File: src/rtl/kftvga_text_writer_if.sv
// Character stream handshake between the host and the text writer.
// Transfer happens on a rising edge where char_valid && char_ready.
interface kftvga_text_writer_if;
    logic       char_valid;
    logic       char_ready;
    logic [7:0] char_code;
    logic [7:0] char_color;

    modport master (
        output char_valid,
        output char_code,
        output char_color,
        input  char_ready
    );

    modport slave (
        input  char_valid,
        input  char_code,
        input  char_color,
        output char_ready
    );
endinterface

File: src/rtl/kftvga_text_writer.sv
// Text-mode VRAM writer: places characters at a hardware cursor, handles
// CR/LF/BS/FF, line wrap, one-row hardware scroll and full-screen clear.
module kftvga_text_writer #(
    parameter int unsigned COLUMNS    = 80,
    parameter int unsigned ROWS       = 60,
    parameter logic [7:0]  FILL_CODE  = 8'h20,
    parameter logic [7:0]  FILL_COLOR = 8'h07
) (
    input  logic                 video_clock,
    input  logic                 reset,
    kftvga_text_writer_if.slave  host,
    input  logic                 clear_request,
    output logic                 vram_write_enable,
    output logic [12:0]          vram_write_address,
    output logic [15:0]          vram_write_data,
    output logic [12:0]          vram_read_address,
    input  logic [15:0]          vram_read_data,
    output logic [6:0]           cursor_column,
    output logic [5:0]           cursor_row,
    output logic                 busy
);
    localparam logic [6:0]  LAST_COL   = 7'(COLUMNS - 1);
    localparam logic [5:0]  LAST_ROW   = 6'(ROWS - 1);
    localparam logic [12:0] ROW_WORDS  = 13'(COLUMNS);
    localparam logic [12:0] LAST_CELL  = 13'(COLUMNS * ROWS - 1);
    localparam logic [12:0] COPY_WORDS = 13'(COLUMNS * (ROWS - 1));
    localparam logic [15:0] FILL_WORD  = {FILL_COLOR, FILL_CODE};

    typedef enum logic [2:0] {IDLE, WRITE, SCROLL_COPY, SCROLL_FILL, CLEAR} state_t;

    state_t      state_q, state_d;
    logic [6:0]  column_q, column_d;
    logic [5:0]  row_q, row_d;
    logic [12:0] index_q, index_d;
    logic [12:0] read_addr_q, read_addr_d;
    logic        wr_en_q, wr_en_d;
    logic [12:0] wr_addr_q, wr_addr_d;
    logic [15:0] wr_data_q, wr_data_d;
    logic        copy_pass_q, copy_pass_d;
    logic        scroll_pending_q, scroll_pending_d;
    logic        accept;
    logic        start_clear;
    logic        start_copy;
    logic [12:0] cell_addr;

    assign host.char_ready = (state_q == IDLE) && !clear_request && !reset;
    assign accept          = host.char_valid && host.char_ready;
    // row*80 as shift-add; tied to the 80-column layout
    assign cell_addr = (13'(row_q) << 6) + (13'(row_q) << 4) + 13'(column_q);

    always_comb begin
        state_d          = state_q;
        column_d         = column_q;
        row_d            = row_q;
        index_d          = index_q;
        read_addr_d      = read_addr_q;
        wr_en_d          = 1'b0;
        wr_addr_d        = wr_addr_q;
        wr_data_d        = wr_data_q;
        copy_pass_d      = 1'b0;
        scroll_pending_d = scroll_pending_q;
        start_clear      = 1'b0;
        start_copy       = 1'b0;

        case (state_q)
            IDLE: begin
                if (clear_request) begin
                    start_clear = 1'b1;
                end else if (accept) begin
                    case (host.char_code)
                        8'h0D: column_d = '0;
                        8'h0A: begin
                            if (row_q < LAST_ROW) row_d = row_q + 6'd1;
                            else                  start_copy = 1'b1;
                        end
                        8'h08: if (column_q != '0) column_d = column_q - 7'd1;
                        8'h0C: start_clear = 1'b1;
                        default: begin
                            state_d   = WRITE;
                            wr_en_d   = 1'b1;
                            wr_addr_d = cell_addr;
                            wr_data_d = {host.char_color, host.char_code};
                            if (column_q < LAST_COL) begin
                                column_d = column_q + 7'd1;
                            end else begin
                                column_d = '0;
                                if (row_q < LAST_ROW) row_d = row_q + 6'd1;
                                else                  scroll_pending_d = 1'b1;
                            end
                        end
                    endcase
                end
            end
            WRITE: begin
                scroll_pending_d = 1'b0;
                if (scroll_pending_q) start_copy = 1'b1;
                else                  state_d = IDLE;
            end
            SCROLL_COPY: begin
                // Write data is the RAM output word, which arrives in the same
                // cycle as the write strobe issued for the previous read.
                if (index_q == COPY_WORDS) begin
                    state_d   = SCROLL_FILL;
                    index_d   = '0;
                    wr_en_d   = 1'b1;
                    wr_addr_d = COPY_WORDS;
                    wr_data_d = FILL_WORD;
                end else begin
                    wr_en_d     = 1'b1;
                    wr_addr_d   = index_q;
                    copy_pass_d = 1'b1;
                    index_d     = index_q + 13'd1;
                    if (read_addr_q != LAST_CELL) read_addr_d = read_addr_q + 13'd1;
                end
            end
            SCROLL_FILL: begin
                if (index_q == ROW_WORDS - 13'd1) begin
                    state_d = IDLE;
                end else begin
                    index_d   = index_q + 13'd1;
                    wr_en_d   = 1'b1;
                    wr_addr_d = COPY_WORDS + index_q + 13'd1;
                    wr_data_d = FILL_WORD;
                end
            end
            CLEAR: begin
                if (index_q == LAST_CELL) begin
                    state_d = IDLE;
                end else begin
                    index_d   = index_q + 13'd1;
                    wr_en_d   = 1'b1;
                    wr_addr_d = index_q + 13'd1;
                    wr_data_d = FILL_WORD;
                end
            end
            default: state_d = IDLE;
        endcase

        if (start_clear) begin
            state_d   = CLEAR;
            column_d  = '0;
            row_d     = '0;
            index_d   = '0;
            wr_en_d   = 1'b1;
            wr_addr_d = '0;
            wr_data_d = FILL_WORD;
        end
        if (start_copy) begin
            state_d     = SCROLL_COPY;
            index_d     = '0;
            read_addr_d = ROW_WORDS;
        end
    end

    always_ff @(posedge video_clock) begin
        if (reset) begin
            state_q          <= IDLE;
            column_q         <= '0;
            row_q            <= '0;
            index_q          <= '0;
            read_addr_q      <= '0;
            wr_en_q          <= 1'b0;
            wr_addr_q        <= '0;
            wr_data_q        <= '0;
            copy_pass_q      <= 1'b0;
            scroll_pending_q <= 1'b0;
        end else begin
            state_q          <= state_d;
            column_q         <= column_d;
            row_q            <= row_d;
            index_q          <= index_d;
            read_addr_q      <= read_addr_d;
            wr_en_q          <= wr_en_d;
            wr_addr_q        <= wr_addr_d;
            wr_data_q        <= wr_data_d;
            copy_pass_q      <= copy_pass_d;
            scroll_pending_q <= scroll_pending_d;
        end
    end

    assign vram_write_enable  = wr_en_q;
    assign vram_write_address = wr_addr_q;
    assign vram_write_data    = copy_pass_q ? vram_read_data : wr_data_q;
    assign vram_read_address  = read_addr_q;
    assign cursor_column      = column_q;
    assign cursor_row         = row_q;
    assign busy               = (state_q != IDLE);
endmodule

File: src/flat_wrapper.sv
// flat-port wrapper written by rule: the top's interface ports become plain ports
module kftvga_text_writer_flat 
#(
    parameter int unsigned COLUMNS    = 80,
    parameter int unsigned ROWS       = 60,
    parameter logic [7:0]  FILL_CODE  = 8'h20,
    parameter logic [7:0]  FILL_COLOR = 8'h07
)
  (video_clock, reset, clear_request, vram_write_enable, vram_write_address, vram_write_data, vram_read_address, vram_read_data, cursor_column, cursor_row, busy, host_char_valid, host_char_code, host_char_color, host_char_ready);
  kftvga_text_writer_if host_i ();
  input  logic video_clock;
  input  logic reset;
  input  logic clear_request;
  output logic vram_write_enable;
  output logic [12:0] vram_write_address;
  output logic [15:0] vram_write_data;
  output logic [12:0] vram_read_address;
  input  logic [15:0] vram_read_data;
  output logic [6:0] cursor_column;
  output logic [5:0] cursor_row;
  output logic busy;
  input wire logic [$bits(host_i.char_valid)-1:0] host_char_valid;
  input wire logic [$bits(host_i.char_code)-1:0] host_char_code;
  input wire logic [$bits(host_i.char_color)-1:0] host_char_color;
  output wire logic [$bits(host_i.char_ready)-1:0] host_char_ready;
  assign host_i.char_valid = host_char_valid;
  assign host_i.char_code = host_char_code;
  assign host_i.char_color = host_char_color;
  assign host_char_ready = host_i.char_ready;
  kftvga_text_writer #(.COLUMNS(COLUMNS), .ROWS(ROWS), .FILL_CODE(FILL_CODE), .FILL_COLOR(FILL_COLOR)) u_core (.video_clock(video_clock), .reset(reset), .host(host_i), .clear_request(clear_request), .vram_write_enable(vram_write_enable), .vram_write_address(vram_write_address), .vram_write_data(vram_write_data), .vram_read_address(vram_read_address), .vram_read_data(vram_read_data), .cursor_column(cursor_column), .cursor_row(cursor_row), .busy(busy));
endmodule
File: config.mk
export PLATFORM = sky130hd
export DESIGN_NAME = kftvga_text_writer_flat
export DESIGN_NICKNAME = d
export VERILOG_FILES = /design/src/rtl/kftvga_text_writer_if.sv /design/src/rtl/kftvga_text_writer.sv /design/src/flat_wrapper.sv
export SDC_FILE = /design/constraint.sdc
export NUM_CORES = 1
export LEC_CHECK = 0
export BUFFER_PORTS_ARGS = -buffer_cell sky130_fd_sc_hd__buf_2
export CORE_MARGIN = 5
export CORE_UTILIZATION = 50
export CTS_CLUSTER_DIAMETER = 40
export DETAILED_ROUTE_END_ITERATION = 6
export MAX_ROUTING_LAYER = met4
export PLACE_DENSITY_LB_ADDON = 0.1
export SYNTH_ARGS = -nofsm -noshare
export SYNTH_HDL_FRONTEND = slang
export SYNTH_SLANG_ARGS = --single-unit
File: constraint.sdc
create_clock -name video_clock -period 2.3 [get_ports video_clock]
set_clock_uncertainty 0.1 [all_clocks]
set_input_delay 0 -clock video_clock [delete_from_list [all_inputs] [get_ports video_clock]]
set_output_delay 0 -clock video_clock [all_outputs]
set_load 0.03 [all_outputs]
== Word level (Yosys, flattened, before mapping) ==
Cells that the tools add are included.
Operators by class
  $add $sub $neg: 9
  eq/ne operators: 42
  mux-type cells: 63
  bitwise operators: 5
  $lt $le $gt $ge: 2
  reductions and logical operators: 33
Operators with widths (count)
  2-to-1 mux 16 bit: 7
  2-to-1 mux 13 bit: 8
  one-hot mux 16 bit (4 select lines): 1
  one-hot mux 13 bit (4 select lines): 1
  2-to-1 mux 7 bit: 6
  adder 13 x 1 -> 13 bit (second input constant): 3
  one-hot mux 13 bit (3 select lines): 1
  AND reduction 7 bit: 5
  == test 8 x 4 -> 1 bit (second input constant): 4
  == test 13 bit (second input constant): 2
  2-to-1 mux 3 bit: 8
  2-to-1 mux 1 bit: 21
  one-hot mux 7 bit (3 select lines): 1
  inequality test 2 bit (second input constant): 8
  inequality test 4 x 1 -> 1 bit (second input constant): 4
  one-hot mux 3 bit (5 select lines): 1
  adder 12 x 10 -> 13 bit: 1
  adder 13 bit (first input constant): 1
  adder 13 x 7 -> 13 bit: 1
  == test 13 x 7 -> 1 bit (second input constant): 1
  inequality test 13 bit (second input constant): 1
  2-to-1 mux 6 bit: 2
  inequality test 2 x 1 -> 1 bit (second input constant): 6
  inequality test 3 x 1 -> 1 bit (second input constant): 4
  other kinds (32): 56
Storage, ports and cells
  output and inout port bits: 58
  bits in registers: 74
  logic and storage cells: 168

== Longest topological paths before layout ==
Gate-level depths: netlist of the first run.
  depth after elaboration: 9
  depth in mapped cells: 11
  depth with buffers taken out: 9

== Worst setup path after synthesis of the first run ==
No wires, ideal clock.
  path type: register to register
  from: register u_core.row_q[2] (netlist: u_core.cursor_row[2])
  to: register u_core.wr_addr_q[11] (netlist: u_core.vram_write_address[11])
  required time: 2.076 ns
  arrival: 2.494 ns
  path slack: -0.418 ns
  cell stages (with the launch flop): 9
  period minus slack after synthesis: 2.718 ns
  buffers on the path: 0
  cells stage by stage: dfxtp_1 -> fa_1 -> fa_1 -> a211oi_1 -> o21bai_1 -> a21oi_1 -> xnor2_1 -> a221oi_1 -> a21oi_1
Between the ends
  word-level cells in the longest chain between the ends: 6
RTL lines
  from (decl): line kftvga_text_writer.sv:33  | logic [5:0] row_q, row_d;
  from (signal assigned): line kftvga_text_writer.sv:170  | row_q <= row_d;
  adder 12 x 10 -> 13 bit: line kftvga_text_writer.sv:49  | assign cell_addr = (13'(row_q) << 6) + (13'(row_q) << 4) + 13'(column_q);
  adder 13 x 7 -> 13 bit: line kftvga_text_writer.sv:49
  2-to-1 mux 13 bit: line kftvga_text_writer.sv:70  | case (host.char_code)
  2-to-1 mux 13 bit: line kftvga_text_writer.sv:69  | end else if (accept) begin
  2-to-1 mux 13 bit: line kftvga_text_writer.sv:67  | if (clear_request) begin
  one-hot mux 13 bit (4 select lines): line kftvga_text_writer.sv:65  | case (state_q)
  to (signal assigned): line kftvga_text_writer.sv:174  | wr_addr_q <= wr_addr_d;
  to (decl): line kftvga_text_writer.sv:37  | logic [12:0] wr_addr_q, wr_addr_d;
Every way passes these cells. The select of a mux whose other input is x is not followed.
A chain may end at the register's enable or synchronous reset.

== Worst setup path after layout of the first run ==
  from: register u_core.index_q[11]
  to: register u_core.wr_data_q[5]
Between the ends
  word-level cells in the longest chain between the ends: 3
  elaborated cells between the ends (all ways): 7
  those cells by class: eq/ne (6); reduce/logical (1)
RTL lines
  from (decl): line kftvga_text_writer.sv:34  | logic [12:0] index_q, index_d;
  from (signal assigned): line kftvga_text_writer.sv:171  | index_q <= index_d;
  == test 13 bit (tied with other cells): line kftvga_text_writer.sv:127  | if (index_q == LAST_CELL) begin
  inequality test 3 x 2 -> 1 bit (no source line) or inequality test 3 x 1 -> 1 bit (tied branches)
  AND reduction 7 bit (no source line) (*)
  to (signal assigned): line kftvga_text_writer.sv:175  | wr_data_q <= wr_data_d;
  to (decl): line kftvga_text_writer.sv:38  | logic [15:0] wr_data_q, wr_data_d;
Every way passes the cells marked *; elsewhere a longest branch is shown, timed or not.

==> metrics.csv, run 1 <==
metric;value;unit
status;complete, but fails checks;
violations;setup timing;
drt_iter0_drc;342;
synth_cell_types;72;
hold_slack;0.273;ns
hold_path_class;in2reg;
clockBufferDepth;2;
track_usage;0.272;
synth_edf_count;0;
regToRegStartpoint;u_core.index_q[11];
critPathArrivalTime;2.62;ns
clkLatencyLatePin;0.36;ns
fill_cells;689;
tightest_slew;0.813;ns
gp_congestion;0.965;
p_leak;2.91;nW
syn_avg_cell_area;8.01;sq um
syn-cell-area;4790;sq um
layout_worst_path_cycle_share;1.07;
fin_tns_setup;-3.19;ns
whs_path_depth;6;
synth_common_cells;dfxtp_1 (74), nor2_1 (55), nand2_1 (53), a21oi_1 (49), nand3_1 (33);
row_count;35;
crit_path_start;u_core.index_q[11];
ir_worst_vdd;0.353;mV
cp-start-kind;flop;
setup_ws;-0.170;ns
post_drt_wl_per_cell;17.9;um
yosysWarningCount;0;
die_h;108;um
grt_first_pass_wirelength;25000;um
worstHoldStart;host_char_valid;
antenna_found_initial;0;
drc;0;
synth_area_leader_cell;dfxtp_1;
syn_inst;598;
gr-usage-met3;0.0306;
clock-sinks;74;
dpl.hpwl;11100;um
worst-setup-path-type;reg2reg;
die-area;11600;sq um
hold_viol;0;
yosysSeqAreaShare;0.309;
final_antenna_net_count;0;
initial_core_util;0.516;
via_count;5445;
synth_nets;654;
grt_max_degree;17;
cts_root_buffer;clkbuf_8;
clkSlewWorstSetupHoldPaths;0.10;ns
cts_tree;done;
busiest_layer;met2;
cts_htree_levels;3;
fmax;405;MHz
cp_max_fo;5;
numCtsBuffers;9;
rsz0062_at_grt;true;
met1_usage;0.347;
nets;842;
fin_crit;2.47;ns
core_area;9280;sq um
drv_slew;0;
synth_top_cells_by_area;dfxtp_1 (31%), a21oi_1 (5.1%), ha_1 (4.7%), nor2_1 (4.3%), nand2_1 (4.2%);
final_cells;920;
cap_violations;0;
grt_remaining_overflow;0;
yosysMostFrequentCell;dfxtp_1;
drt-total-wl;16500;um
io_buffers;93;
synthFlopType;dfxtp_1;
holdPathEnd;u_core.cursor_row[4];
maxSlewHeadroom;0.456;
design.portCount;94;
yosys.area.top_type_share;0.309;
area_delta_synth_final;47.3;%
power.density;519;nW/um^2
reg2reg_depth;7;
cp-end-kind;flop;
place_inst;863;
drtPass1Iterations;4;
antenna_cells;0;
finalSetupViolCount;38;
ys_async_sr_fraction;0;
ys_seq_elements;74;
regToRegSetupSlack;-0.17;ns
gr-usage-met2;0.455;
dp_slack;-0.134;ns
grt_pass1_vias;5068;
die_x;108;um
vias_per_cell;5.92;
cp.required;2.45;ns
r2r-end;u_core.wr_data_q[5];
drive_above_1_share;0.434;
-- how the worst max path moves through the flow --
stage	endpoint	depth (start not counted)	slack, ns
floorplan	u_core.state_q[0]	7	-0.04
global placement	u_core.wr_data_q[9]	6	-0.09
finish	u_core.wr_data_q[5]	7	-0.17
CTS	u_core.vram_write_address[11]	8	-0.13
detailed placement	u_core.wr_data_q[8]	6	-0.13
global route	u_core.state_q[0]	7	-0.26
-- kinds of logic (layout without fill, tap and decap cells) --
| kind of cell | after synthesis | count (layout) | share of synthesized area |
|---|---|---|---|
| AOI/OAI and AO/OA | 177 | 177 | 0.244 |
| xor gates and xnor gates | 22 | 22 | 0.0402 |
| adders and majority gates | 20 | 20 | 0.0554 |
| buffers and inverters | 53 | 245 | 0.0481 |
| DFF | 74 | 74 | 0.309 |
| muxes | 20 | 20 | 0.0486 |
| and+or+nand+nor | 232 | 233 | 0.255 |
-- sequential cells by signal, summed over array words and instances (netlist names) --
signal and count:
u_core.wr_data_q 16, u_core.index_q 13, u_core.vram_write_enable 1, u_core.scroll_pending_q 1
u_core.cursor_column 7, u_core.state_q 3, u_core.vram_read_address 13, u_core.vram_write_address 13
u_core.cursor_row 6, u_core.copy_pass_q 1
-- layer usage --
metal	vias to the layer above	share of wire
met4	0	0.017
met3	24	0.050
met2	187	0.51
met1	2636	0.43
met5	-	0
li1	2598	-
-- layout by cell type (no fill, tap or decap), drive strengths merged, types with 9 or more instances in the layout --
| cell type | instances |
|---|---|
| o21ai | 47 |
| mux2 | 16 |
| nand2 | 53 |
| buf | 200 |
| xnor2 | 12 |
| or3 | 9 |
| dlygate4sd3 | 18 |
| xor2 | 10 |
| dfxtp | 74 |
| nand3 | 33 |
| nor2 | 57 |
| inv | 12 |
| ha | 18 |
| a211oi | 11 |
| clkbuf | 11 |
| a21oi | 51 |
| nor3 | 19 |
-- per-stage QoR --
stage,total power (W),instance area [sq um],utilization
2_1_floorplan,0.00203,4880,-
3_3_place_gp,0.00232,5960,0.642
3_5_place_dp,0.00234,5960,0.642
4_1_cts,0.00355,6680,0.719
5_1_grt,0.00380,7060,0.760
6_report,0.00366,7060,0.760
-- layout make-up --
cell class / instances / area (sq um) / share of cell area
inverters: 11 / 43.8 / 0.00620
repair buffers: 218 / 1570 / 0.223
clock buffers: 11 / 131 / 0.0186
well taps: 129 / 161 / 0.0229
multi-input cells: 472 / 3570 / 0.506
clock inverters: 5 / 63.8 / 0.00904
flip-flops and latches: 74 / 1510 / 0.214
-- worst max-delay path: stages, from the launching register on --
cell	delay [ns]
dfxtp_2	0.33
or3_4	0.40
or4_4	0.59
a221oi_4	0.31
buf_4	0.16
or2_4	0.16
a21oi_4	0.08
o221a_1	0.23
-- report_power, final --
| group | internal (W) | switching [W] | total, W |
|---|---|---|---|
| sequential | 0.00135 | 0.0000559 | 0.00141 |
| clock | 0.000511 | 0.000547 | 0.00106 |
| combinational | 0.000502 | 0.000694 | 0.00120 |
-- what timing repair did --
item | CTS | global route
resized for setup | 44 | 71
endpoints found under the hold margin | 22 | 0
buffers inserted | 14 | 5
hold buffers | 18 | 0
cloned | 5 | 0
endpoints found under the setup margin | 44 | 58
pin swaps | 39 | 47
No activity file was read; power rests on OpenSTA's default activity.
==> inputs of run 2 (changes only) <==
--- a/config.mk
+++ b/config.mk
@@ -6,8 +6,10 @@
 export NUM_CORES = 1
 export LEC_CHECK = 0
 export BUFFER_PORTS_ARGS = -buffer_cell sky130_fd_sc_hd__buf_2
+export CELL_PAD_IN_SITES_DETAIL_PLACEMENT = 1
+export CELL_PAD_IN_SITES_GLOBAL_PLACEMENT = 2
 export CORE_MARGIN = 5
-export CORE_UTILIZATION = 50
+export CORE_UTILIZATION = 29
 export CTS_CLUSTER_DIAMETER = 40
 export DETAILED_ROUTE_END_ITERATION = 6
 export MAX_ROUTING_LAYER = met4
==> metrics.csv, run 2 (synthesized netlist as in run 1, its figures left out) <==
metric;value;unit
track_usage;0.206;
nets;850;
row_count;47;
cap_violations;0;
gp_congestion;0.898;
routed-wl-met3;881;um
whs_path_depth;3;
drive_above_1_share;0.413;
grt_first_pass_wirelength;31500;um
dpl.hpwl;14700;um
grt_remaining_overflow;0;
r2r-end;u_core.vram_write_address[11];
regToRegSetupSlack;-0.11;ns
drc;0;
layout_worst_path_cycle_share;1.05;
worstHoldStart;clear_request;
critPathArrivalTime;2.53;ns
wl_met1;8840;um
holdPathEnd;u_core.vram_write_enable;
drv_slew;0;
area_delta_synth_final;50.4;%
core_area;16400;sq um
antenna_cells;0;
vias_per_cell;5.29;
top_layer;met4;
fin_crit;2.41;ns
p_leak;3.01;nW
power.density;571;nW/um^2
final_common_cell;buf_4;
utilization;0.439;
ir_worst_vdd;0.282;mV
cp-end-kind;flop;
post_drt_wl_per_cell;19.5;um
cp_max_fo;2;
antenna_found_initial;0;
tightest_slew;0.687;ns
die_h;139;um
via_count;5395;
cts_root_buffer;clkbuf_16;
grt_pass1_vias;5643;
cts_tree;done;
cts_htree_levels;3;
clockBufferDepth;2;
cp.required;2.42;ns
final_antenna_net_count;0;
die-area;19200;sq um
finalSetupViolCount;43;
rsz0062_at_grt;true;
initial_core_util;0.292;
status;complete, but fails checks;
postLayoutCellArea;7200;sq um
regToRegStartpoint;u_core.cursor_row[2];
grt_max_degree;25;
cp-start-kind;flop;
clkLatencyLatePin;0.35;ns
clock-sinks;74;
design.portCount;94;
drt_iter0_drc;326;
die_x;139;um
fin_tns_setup;-1.85;ns
worst-setup-path-type;reg2reg;
maxSlewHeadroom;0.542;
io_buffers;93;
fmax;415;MHz
hold_viol;0;
largest_reg_flops;16;
drt-total-wl;19900;um
top_register;u_core.wr_data_q;
wl_met2;9910;um
numCtsBuffers;9;
hold_path_class;in2reg;
final_cell_mix;buf_4 (99), buf_2 (93), dfxtp_1 (63);
dpl_cell_area;6210;sq um
reg2reg_depth;8;
clkSlewWorstSetupHoldPaths;0.06;ns
violations;setup timing;
drtPass1Iterations;4;
setup_ws;-0.107;ns
-- run 2: timing repair --
action / CTS / global route
endpoints found under the setup margin: 58 / 64
hold buffers: 17 / 0
hold endpoints to repair: 21 / 0
pin swaps: 30 / 39
buffers inserted: 7 / 4
cloned: 2 / 3
gates resized for setup: 39 / 54
-- run 2: how the worst max path moves through the flow --
| stage | from | end | depth (start not counted) |
|---|---|---|---|
| after floorplan | u_core.index_q[7] | u_core.state_q[0] | 7 |
| after global placement | u_core.index_q[9] | u_core.vram_write_address[10] | 7 |
| after detailed placement | u_core.index_q[9] | u_core.vram_write_address[10] | 7 |
| after CTS | u_core.cursor_row[2] | u_core.vram_write_address[11] | 8 |
| after global routing | u_core.cursor_row[2] | u_core.vram_write_address[11] | 8 |
| final | u_core.cursor_row[2] | u_core.vram_write_address[11] | 8 |
-- run 2: stage by stage --
| step | power, W | worst slack, ns | hold slack, ns | instances |
|---|---|---|---|---|
| after floorplan | 0.00203 | -0.0406 | 0.0222 | 598 |
| after global placement | 0.00237 | -0.159 | 0.127 | 971 |
| after detailed placement | 0.00239 | -0.195 | 0.134 | 971 |
| after CTS | 0.00404 | -0.152 | 0.0800 | 1012 |
| after global routing | 0.00428 | -0.281 | 0.115 | 1019 |
| final | 0.00411 | -0.107 | 0.100 | 1019 |
-- run 2: layout make-up --
type,instances,area [sq um]
fillers,1960,9200
flip-flops and latches,74,1510
inverters,11,41.3
clock inverters,5,78.8
repair buffers,226,1630
multi-input cells,472,3440
well taps,220,275
clock buffers,11,233
-- run 2: routing by layer --
layer | track usage | vias up
li1 | - | 2616
met1 | 0.254 | 2639
met2 | 0.355 | 120
met3 | 0.0355 | 20
met4 | 0.0447 | 0
met5 | - | -
-- run 2: power breakdown --
part	internal, W	switching (W)	leakage [nW]
combinational	0.000467	0.000686	2.25
sequential	0.00136	0.0000547	0.609
clock	0.000950	0.000602	0.153
-- run 2: critical path, stage by stage, from the launching register on --
cell and delay, ns:
dfxtp_4 0.35, fa_1 0.52, fa_2 0.37, a211oi_2 0.18, o21bai_1 0.09, a21oi_1 0.17
xnor2_1 0.13, a221oi_1 0.27, a21oi_1 0.10
==> inputs of run 3 (changes only) <==
==> constraint.sdc (replaced) <==
create_clock -name video_clock -period 2 [get_ports video_clock]
set_clock_uncertainty 0.1 [all_clocks]
set_input_delay 0.2 -clock video_clock [delete_from_list [all_inputs] [get_ports video_clock]]
set_output_delay 0.2 -clock video_clock [all_outputs]
set_load 0.03 [all_outputs]
==> metrics.csv, run 3 (synthesized netlist as in run 1, its figures left out) <==
metric;value;unit
design.portCount;94;
grt_max_degree;25;
antenna_found_initial;0;
final_antenna_net_count;0;
row_count;47;
grt_remaining_overflow;0;
drt-total-wl;20500;um
regToRegSetupSlack;-0.42;ns
cp_top_family;simple AND/OR/NAND/NOR gates;
regToRegStartpoint;u_core.index_q[9];
slowest_delay;0.50;ns
ir_worst_vdd;0.466;mV
power.density;622;nW/um^2
via_count;5631;
dpl.hpwl;14700;um
post_drt_wl_per_cell;19.1;um
cp.required;2.14;ns
maxSlewHeadroom;0.559;
hold_path_class;in2reg;
cts_root_buffer;clkbuf_16;
grt_first_pass_wirelength;32300;um
final_cells;1073;
numCtsBuffers;9;
clkLatencyLatePin;0.35;ns
drv_slew;0;
antenna_cells;0;
worst-setup-path-type;reg2reg;
die_x;139;um
drtPass1Iterations;4;
worst-path-stages;7;
reg2reg_depth;7;
whs_path_depth;3;
dp_slack;-0.548;ns
area_delta_synth_final;67.8;%
worstHoldStart;host_char_code[4];
cts_tree;done;
finalSetupViolCount;62;
largest_reg_flops;16;
vias_per_cell;5.25;
io_buffers;93;
die-area;19200;sq um
initial_core_util;0.292;
final_common_cell;buf_4;
fin_crit;2.42;ns
hold_viol;0;
cap_violations;0;
cts_htree_levels;3;
clock-sinks;74;
drt_iter0_drc;197;
cp-end-kind;flop;
nets;904;
cp_max_fo;3;
critPathArrivalTime;2.56;ns
clockBufferDepth;2;
cp_cell_sequence;or4b_1, or4_4, a22oi_2, buf_4, nor4b_4, mux2i_1, nor2_1;
status;complete, but fails checks;
cp_num_buf_inv;1;
final_cell_mix;buf_4 (153), buf_2 (91), dfxtp_1 (54);
drc;0;
fmax;413;MHz
hold_slack;0.0129;ns
violations;setup timing;
top_register;u_core.wr_data_q;
r2r-end;u_core.state_q[0];
tightest_slew;0.659;ns
holdPathEnd;u_core.wr_data_q[4];
rsz0062_at_grt;true;
clkSlewWorstSetupHoldPaths;0.06;ns
layout_worst_path_cycle_share;1.21;
die_h;139;um
cp-start-kind;flop;
track_usage;0.213;
setup_ws;-0.420;ns
core_area;16400;sq um
cp_slowest_cell;or4b_1;
fin_tns_setup;-16.44;ns
grt_pass1_vias;5925;
utilization;0.490;
place_inst;1025;
drive_above_1_share;0.540;
p_leak;3.38;nW
gp_congestion;0.873;
## run 3: cell types whose count changed in the layout (fill, tap and decap cells not counted), sizes merged
cell and delta:
buf +66, dlygate4sd3 -13, clkinv +1
## run 3: layout make-up
class,instances,area [sq um]
fillers,1917,8370
well taps,220,275
flip-flops and latches,74,1520
inverters,11,43.8
repair buffers,280,2080
clock inverters,6,87.6
clock buffers,10,250
multi-input cells,472,3770
## run 3: worst max path at each step
stage | slack, ns | startpoint | end
floorplan | -0.34 | u_core.index_q[7] | u_core.state_q[0]
global placement | -0.56 | u_core.index_q[0] | u_core.vram_write_address[11]
detailed placement | -0.55 | u_core.index_q[0] | u_core.vram_write_address[11]
CTS | -0.42 | u_core.cursor_row[0] | u_core.vram_write_address[12]
global route | -0.52 | u_core.index_q[9] | u_core.state_q[0]
finish | -0.42 | u_core.index_q[9] | u_core.state_q[0]
## run 3: through the flow
stage	total power [W]	cell area, sq um
after global placement	0.00282	6710
after CTS	0.00494	7660
after detailed placement	0.00285	6710
after floorplan	0.00238	5010
final	0.00500	8040
after global routing	0.00522	8040
## run 3: what timing repair did
action	CTS	global route
gates resized for setup	95	64
endpoints found under the setup margin	72	72
hold buffers	4	0
pin swaps	66	48
setup buffers	16	10
hold endpoints to repair	4	0
cloned	4	2
## run 3: power breakdown
part,leakage (nW),internal (W),total [W],switching (W)
registers,0.614,0.00156,0.00162,0.0000661
logic,2.59,0.000643,0.00148,0.000837
clock network,0.168,0.00117,0.00189,0.000724
## run 3: layer usage
layer | GRT usage | wire (um) | vias to the layer above
li1 | - | - | 2735
met1 | 0.266 | 9090 | 2746
met2 | 0.360 | 10300 | 124
met3 | 0.0338 | 764 | 26
met4 | 0.0598 | 325 | 0
met5 | - | 0 | -
## run 3: worst reg2reg max path, stage by stage, from the launching register on
cell and delay (ns):
dfxtp_2 0.32, or4b_1 0.50, or4_4 0.46, a22oi_2 0.21, buf_4 0.17, nor4b_4 0.22
mux2i_1 0.26, nor2_1 0.07
